$ cat config.mk
export PLATFORM = sky130hd
export DESIGN_NAME = accel_wrapper
export DESIGN_NICKNAME = d
export VERILOG_FILES = /design/src/rtl/accel_wrapper.sv
export SDC_FILE = /design/constraint.sdc
export NUM_CORES = 2
export LEC_CHECK = 0
export BUFFER_PORTS_ARGS = -buffer_cell sky130_fd_sc_hd__buf_2
export CELL_PAD_IN_SITES_DETAIL_PLACEMENT = 2
export CELL_PAD_IN_SITES_GLOBAL_PLACEMENT = 2
export CORE_UTILIZATION = 35
export DETAILED_ROUTE_END_ITERATION = 10
export GPL_ROUTABILITY_DRIVEN = 0
export PLACE_DENSITY_LB_ADDON = 0.1
export SETUP_SLACK_MARGIN = 0.15
export SYNTH_ARGS = -nofsm -noshare
export SYNTH_HDL_FRONTEND = slang
export SYNTH_SLANG_ARGS = --single-unit
export TNS_END_PERCENT = 1
$ cat constraint.sdc
create_clock -name clk -period 11.29 [get_ports clk]
set_input_delay 2.258 -clock clk [delete_from_list [all_inputs] [get_ports clk]]
set_output_delay 2.258 -clock clk [all_outputs]
set_load 0.03 [all_outputs]
$ cat src/rtl/accel_wrapper.sv
// Scratch-memory accelerator: host loads MEM_DEPTH words, a start edge folds them into sum/xor written to words 0/1.
// Latency: done pulses MEM_DEPTH+2 cycles after the trigger edge; host accesses during RUN/WRITE are dropped and flagged.
package accel_pkg;
  typedef enum logic [1:0] {IDLE = 2'd0, RUN = 2'd1, WRITE = 2'd2, DONE = 2'd3} acc_state_t;
  typedef enum logic [1:0] {NO_ERR = 2'd0, ADDR_RANGE = 2'd1, BUSY_ACCESS = 2'd2} acc_error_t;
endpackage

module accel_wrapper
  import accel_pkg::*;
#(
  parameter int MEM_ADDR_WIDTH = 32,
  parameter int MEM_DATA_WIDTH = 32,
  parameter int MEM_DEPTH      = 16
) (
  input  logic                        clk,
  input  logic                        rst_n,
  output acc_state_t                  accel_state,
  output acc_error_t                  accel_error,
  input  logic                        start,
  output logic                        done,
  output logic [5:0]                  output_length_byte,
  input  logic                        mem_en,
  input  logic [MEM_ADDR_WIDTH-1:0]   mem_addr,
  input  logic                        mem_we,
  input  logic [MEM_DATA_WIDTH/8-1:0] mem_be,
  input  logic [MEM_DATA_WIDTH-1:0]   mem_wdata,
  output logic [MEM_DATA_WIDTH-1:0]   mem_rdata
);
  localparam int IDX_W = $clog2(MEM_DEPTH);

  acc_state_t                state_q, state_d;
  acc_error_t                err_q, err_d;
  logic                      start_q, start_d;
  logic                      done_q, done_d;
  logic [5:0]                len_q, len_d;
  logic [IDX_W-1:0]          idx_q, idx_d;
  logic [MEM_DATA_WIDTH-1:0] sum_q, sum_d;
  logic [MEM_DATA_WIDTH-1:0] xor_q, xor_d;
  logic [MEM_DATA_WIDTH-1:0] rdata_q, rdata_d;
  logic [MEM_DATA_WIDTH-1:0] mem_q [MEM_DEPTH];
  logic [MEM_DATA_WIDTH-1:0] mem_d [MEM_DEPTH];

  logic             host_ok;
  logic             in_range;
  logic             trig;
  logic [IDX_W-1:0] host_idx;

  assign host_ok  = (state_q == IDLE) || (state_q == DONE);
  assign in_range = mem_addr < MEM_ADDR_WIDTH'(MEM_DEPTH);
  assign trig     = start & ~start_q;
  assign host_idx = mem_addr[IDX_W-1:0];

  always_comb begin
    state_d = state_q;
    err_d   = err_q;
    start_d = start;
    done_d  = 1'b0;
    len_d   = len_q;
    idx_d   = idx_q;
    sum_d   = sum_q;
    xor_d   = xor_q;
    rdata_d = rdata_q;
    mem_d   = mem_q;

    // Busy takes precedence over range so a RUN-time access always reports BUSY_ACCESS.
    if (mem_en) begin
      if (!host_ok) begin
        err_d = BUSY_ACCESS;
        if (!mem_we) rdata_d = '0;
      end else if (!in_range) begin
        err_d = ADDR_RANGE;
        if (!mem_we) rdata_d = '0;
      end else if (mem_we) begin
        for (int k = 0; k < MEM_DATA_WIDTH/8; k++) begin
          if (mem_be[k]) mem_d[host_idx][8*k +: 8] = mem_wdata[8*k +: 8];
        end
      end else begin
        rdata_d = mem_q[host_idx];
      end
    end

    // A same-cycle host write lands in mem_q before RUN reads index 0, so it is seen.
    case (state_q)
      IDLE, DONE: begin
        if (trig) begin
          state_d = RUN;
          idx_d   = '0;
          sum_d   = '0;
          xor_d   = '0;
          err_d   = NO_ERR;
          len_d   = '0;
        end
      end
      RUN: begin
        sum_d = sum_q + mem_q[idx_q];
        xor_d = xor_q ^ mem_q[idx_q];
        idx_d = idx_q + IDX_W'(1);
        if (idx_q == IDX_W'(MEM_DEPTH - 1)) state_d = WRITE;
      end
      WRITE: begin
        mem_d[0] = sum_q;
        mem_d[1] = xor_q;
        len_d    = 6'd8;
        done_d   = 1'b1;
        state_d  = DONE;
      end
      default: state_d = IDLE;
    endcase
  end

  always_ff @(posedge clk) begin
    if (rst_n) begin
      state_q <= IDLE;
      err_q   <= NO_ERR;
      start_q <= 1'b0;
      done_q  <= 1'b0;
      len_q   <= '0;
      idx_q   <= '0;
      sum_q   <= '0;
      xor_q   <= '0;
      rdata_q <= '0;
      mem_q   <= '{default: '0};
    end else begin
      state_q <= state_d;
      err_q   <= err_d;
      start_q <= start_d;
      done_q  <= done_d;
      len_q   <= len_d;
      idx_q   <= idx_d;
      sum_q   <= sum_d;
      xor_q   <= xor_d;
      rdata_q <= rdata_d;
      mem_q   <= mem_d;
    end
  end

  assign accel_state        = state_q;
  assign accel_error        = err_q;
  assign done               = done_q;
  assign output_length_byte = len_q;
  assign mem_rdata          = rdata_q;
endmodule

---- Word level (Yosys, flattened, before mapping) ----
Cells that the tools add are included.
cells by class
  add/subtract/negate cells ............... 2
  magnitude comparators ................... 4
  equal/unequal tests ..................... 7
  mux-type cells .......................... 59
  bitwise operators ....................... 5
  reductions and logical operators ........ 16
operators with widths
  cell                                                          number
  two-way mux 512 bit                                           20
  bitwise mux 512 bit                                           4
  demux 32 bit (select 4 bit)                                   4
  two-way mux 32 bit                                            10
  binary-select mux 32 bit (select 4 bit)                       2
  case mux 32 bit (2 select lines)                              2
  two-way mux 64 bit                                            1
  adder 32 bit                                                  1
  less-than comparator 32 x 5 -> 1 bit (second input constant)  1
  XOR 32 bit                                                    1
  two-way mux 24 bit                                            1
  two-way mux 16 bit                                            1
  two-way mux 2 bit                                             7
  case mux 6 bit (2 select lines)                               1
  nonzero test 2 bit                                            6
  greater-or-equal comparator 5 bit (second input constant)     2
  NOT 4 -> 5 bit                                                2
  two-way mux 8 bit                                             1
  case mux 4 bit (2 select lines)                               1
  AND reduction 2 bit                                           4
  AND reduction 4 bit                                           2
  two-way mux 6 bit                                             1
  case mux 2 bit (3 select lines)                               1
  less-than comparator 5 x 1 -> 1 bit (second input constant)   1
  14 further kinds                                              16
storage, ports and cells
  flip-flop bits (word level) ............. 624
  input port bits ......................... 73
  output and inout port bits .............. 43
  word-level logic and storage cells ...... 118

---- Depth between registers and ports, before layout ----
  depth in word-level cells ............... 30
  depth in mapped cells ................... 17
  depth with buffers taken out ............ 14

---- Worst setup path after synthesis ----
Ideal clock, no wire load.
  kind .................................... input-to-reg
  start point ............................. input port mem_addr[0]
  end point ............................... register rdata_q[19] (netlist: mem_rdata[19])
  library setup time ...................... 0.128 ns
  arrival ................................. 4.151 ns
  required time ........................... 11.162 ns
  setup slack ............................. 7.011 ns
  stages .................................. 6
  buffers on the path ..................... 2
  path through ............................ buf_2 -> buf_1 -> mux4_2 -> mux4_2 -> a22oi_1 -> nor2_1
on the way
  word-level cells in the longest chain between the ends .. 7
  elaborated cells between the ends (all ways) .. 10
  classes of those cells .................. 1 x order compare; 1 x eq/ne; 6 x mux; 1 x bitwise; 1 x reduce/logical
ends and longest elaborated chain
  item                                                                                          RTL line  source
  start, declared                                                                               23        input logic [MEM_ADDR_WIDTH-1:0] mem_addr,
  parallel branches: the longest is 7 deep, another holds less-than comparator 32 x 5 -> 1 bit  -
  end signal, assigned                                                                          132       rdata_q <= rdata_d;
  end, declared                                                                                 39        logic [MEM_DATA_WIDTH-1:0] rdata_q, rdata_d;
Parallel ways; which one is timed is not known. The select of a mux whose other input is x is not followed.
A chain may end at the register's enable or synchronous reset.

---- Final worst setup path ----
  start point ............................. register idx_q[0]
  end point ............................... register sum_q[31]
on the way
  word-level cells in the longest chain between the ends .. 6
ends and longest elaborated chain
  item                                                   RTL line  source
  start, declared                                        36        logic [IDX_W-1:0] idx_q, idx_d;
  start signal, assigned                                 129       idx_q <= idx_d;
  NOT 4 -> 5 bit (implied by the code)                   95        sum_d = sum_q + mem_q[idx_q];
  binary-select mux 32 bit (select 4 bit)                95
  two-way mux 32 bit (implied by the code) (2 in a row)  95
  adder 32 bit                                           95
  case mux 32 bit (2 select lines)                       83        case (state_q)
  end signal, assigned                                   130       sum_q <= sum_d;
  end, declared                                          37        logic [MEM_DATA_WIDTH-1:0] sum_q, sum_d;
Every way passes these cells. The select of a mux whose other input is x is not followed.

==> metrics.md <==
| Metric | Value |
|---|---|
| First-pass DRT Iterations | `5` |
| Final core area utilization | `39.3%` |
| Worst min path class | `register to register` |
| Main combinational cell family by area after synthesis | `multiplexers` |
| Post-Syn Area | `32300 µm²` |
| Area of the die | `93500 µm²` |
| Worst skew pair latency | `0.64 ns` |
| Warnings from Yosys | `0` |
| Global-route wire length before repair | `199000 µm` |
| Multiplexer area fraction after synthesis | `22.4%` |
| Clock tree sinks | `619` |
| Post-CTS setup buffers | `0` |
| RR Startpoint | `idx_q[0]$_SDFFE_PP0P_` |
| Proportion of layout cells with a drive suffix above 1 | `18.9%` |
| Critical Path Start | `idx_q[0]$_SDFFE_PP0P_` |
| Worst Path Max Fanout | `38` |
| Post-Synth XOR/XNOR Area | `1.65%` |
| Sequential power share | `38.7%` |
| Via/cell ratio | `6.18` |
| Post-cts sizing count | `0` |
| Vias in the first global route | `30600` |
| Post-synth EDFFs | `0` |
| Post-Synth Simple-Gate Area | `16.8%` |
| Worst Max-Slew Pin Slew | `1.24 ns` |
| CTS Buf Count | `77` |
| RSZ-0062 raised after global routing | `no` |
| Overflow after GRT | `0` |
| Clock root cell | `clkbuf_16` |
| Final WL | `133000 µm` |
| Tot GR Track Use | `28.2%` |
| Dominant synthesized flop cell | `dfxtp_1` |
| Row cnt | `111` |
| Nets | `3459` |
| I/O Buffers | `110` |
| Largest delay share family, worst path | `compound AO/OA/AOI/OAI gates` |
| Sequential area share after synthesis | `38.4%` |
| Adder-Cell Fraction of Synth Area | `1.42%` |
| Worst path cell trace | `buf_4 > buf_4 > mux4_2 > mux4_2 > ha_1 > o21ai_0 > o21ai_1 > nand2_1 > o31ai_2 > a211oi_1 > o41ai_2 > xnor2_1 > a21oi_1 > o22ai_1` |
| Slew Limit Fails | `0` |
| Maximum clock rate | `171 MHz` |
| Synth Area in Compound Gates | `14.3%` |
| TritonCTS clock tree | `yes` |
| Vias post-DR | `28400` |
| Internal power of the cells | `0.00429 W` |
| DR WL/cell | `28.8 µm` |
| Commonest non-fill, non-tap cell in the layout | `dfxtp_1` |
| WP data required | `11.86 ns` |
| Netlist cell types | `58` |
| Placed cell count | `4457` |
| #FFs+latches synth | `619` |
| Ports | `116` |
| Most frequent cells in the layout | `615 x dfxtp_1, 582 x nand2_1, 492 x a21oi_1` |
| Max incr delay on CP | `0.78 ns` |
| Crit path buffers/inverters | `2` |
| Die X | `306 µm` |
| Status | `complete, no violations` |
| Worst Hold Slack | `0.470 ns` |
| Post-synth ARST share | `0%` |
| Max-Cap Viols | `0` |
| Fraction of power spent switching nets | `30.9%` |
| Fin Setup TNS | `0 ns` |
| Initial DRC count | `1933` |
| Die height | `306 µm` |
| Clock Power Share | `41.6%` |
| HP Start | `mem_q[443]$_SDFFE_PP0P_` |
| Starting Density | `35.3%` |
| Period utilization | `51.9%` |
| H-tree levels | `3` |
| Largest net degree at the start of global routing | `207` |
| Kind of critical path | `register to register` |
| Post-DP HPWL | `86600 µm` |
| Pwr dens | `173 nW/µm²` |
| Cells after Synth | `3463` |
| Final antenna-violating net count | `0` |
| Non-Filler Instances | `4593` |
| Area added between synthesis and finish | `11.3%` |
| Slew HR | `17.1%` |
| Syn Area/Cell | `9.32 µm²` |
| Cts hold-fix bufs | `0` |
| Final setup viols | `0` |
| CP Capture Type | `register` |
| Maximum VDD drop | `0.0000932 V` |
| Clk_skew | `0.0227 ns` |
| Max Root-Sink Buffers | `3` |
| Pleak | `11.3 nW` |
| Crit-path slowest cell | `buf_4` |
| Fin crit period | `5.86 ns` |
| Data arrival, critical path | `6.43 ns` |
| Clock transition at path regs | `0.06 ns` |
| CP startpoint kind | `register` |
| # DRC | `0` |
| Comb pwr share | `19.7%` |
| Final hold vios | `0` |
| Core Area | `91500 µm²` |
| Sw Pwr | `0.00192 W` |
| Initial antenna violation count | `3` |
==> cell families after synthesis <==
kind of cell / count (synthesis)
other cells: 1
fa+ha+maj: 36
buf+inv: 374
compound gates: 796
simple gates: 1255
flops: 619
xor+xnor: 61
mux: 321
==> worst paths after layout <==
kind | to | slack (ns) | depth (start not counted)
setup / recovery | sum_q[31]$_SDFFE_PP0P_ | 5.43 | 14
hold / removal | mem_q[443]$_SDFFE_PP0P_ | 0.47 | 2
setup reg to reg | sum_q[31]$_SDFFE_PP0P_ | 5.43 | 14
hold reg to reg | mem_q[443]$_SDFFE_PP0P_ | 0.47 | 2
==> flip-flops by register name, indices dropped and copies added (netlist names) <==
signal,count
accel_error,2
xor_q,32
mem_q,512
done,1
idx_q,4
start_q,1
output_length_byte,1
sum_q,32
mem_rdata,32
accel_state,2
==> power groups by stage <==
| stage | clock (W) | sequential [W] | combinational [W] |
|---|---|---|---|
| 3_5_place_dp | 0 | 0.00245 | 0.00122 |
| 2_1_floorplan | 0 | 0.00240 | 0.000862 |
| 6_report | 0.00258 | 0.00240 | 0.00122 |
| 3_3_place_gp | 0 | 0.00244 | 0.00119 |
| 4_1_cts | 0.00262 | 0.00240 | 0.00123 |
| 5_1_grt | 0.00270 | 0.00242 | 0.00131 |
==> cell type report <==
| cell class | count | area, µm² |
|---|---|---|
| clock inverters | 11 | 185 |
| fillers | 9753 | 55600 |
| clock buffers | 122 | 2400 |
| diodes | 3 | 7.51 |
| multi-input cells | 2474 | 18400 |
| inverters | 18 | 67.6 |
| well taps | 1186 | 1480 |
| flip-flops and latches | 619 | 12400 |
| repair buffers | 160 | 967 |
==> metal layers <==
layer | GRT usage (%) | up-vias | wire [µm]
met2 | 47.3 | 673 | 63800
met3 | 3.68 | 183 | 6400
met1 | 37.9 | 15100 | 58700
met4 | 8.22 | 0 | 3660
li1 | - | 12400 | -
met5 | 0 | - | 0
==> through the flow <==
stage	power (W)	worst slack [ns]	area [µm²]
after floorplan	0.00326	7.01	32300
after global placement	0.00363	5.33	33300
after detailed placement	0.00367	5.08	33300
after CTS	0.00625	5.32	35900
after global routing	0.00643	4.99	35900
final	0.00620	5.43	35900
==> worst reg2reg max path, cell delays in order, from the launching register on <==
cell	delay, ns
dfxtp_4	0.66
buf_4	0.76
buf_4	0.78
mux4_2	0.63
mux4_2	0.53
ha_1	0.36
o21ai_0	0.17
o21ai_1	0.27
nand2_1	0.14
o31ai_2	0.45
a211oi_1	0.19
o41ai_2	0.40
xnor2_1	0.19
a21oi_1	0.09
o22ai_1	0.16
==> synth_stat cells, types with 2 or more instances <==
library cell	instances	area share, %
dfxtp_1	619	38
nand2_1	582	6.8
a21oi_1	493	7.6
nand3_1	423	6.6
mux4_2	320	22
clkbuf_1	218	2.5
nor2_1	180	2.1
a22oi_1	110	2.6
buf_2	82	1.3
a211oi_1	67	1.6
o21ai_0	63	0.98
xor2_1	44	1.2
ha_1	35	1.4
buf_4	27	0.63
buf_1	26	0.30
inv_1	18	0.21
a21o_1	17	0.40
xnor2_1	17	0.46
nand2b_1	14	0.27
nand4_1	11	0.21
a21oi_2	9	0.24
nor3_1	8	0.12
nor4_1	8	0.16
and2_1	7	0.14
nor2b_1	6	0.12
o21ai_1	6	0.093
o21bai_1	5	0.12
a22o_1	4	0.11
and3_1	4	0.077
buf_6	3	0.10
nor2_2	3	0.058
o21a_1	3	0.070
a2111oi_2	2	0.093
a31oi_1	2	0.039
o211ai_1	2	0.046
or2_2	2	0.039
or3_1	2	0.039
(Power assumes the default switching activity.)
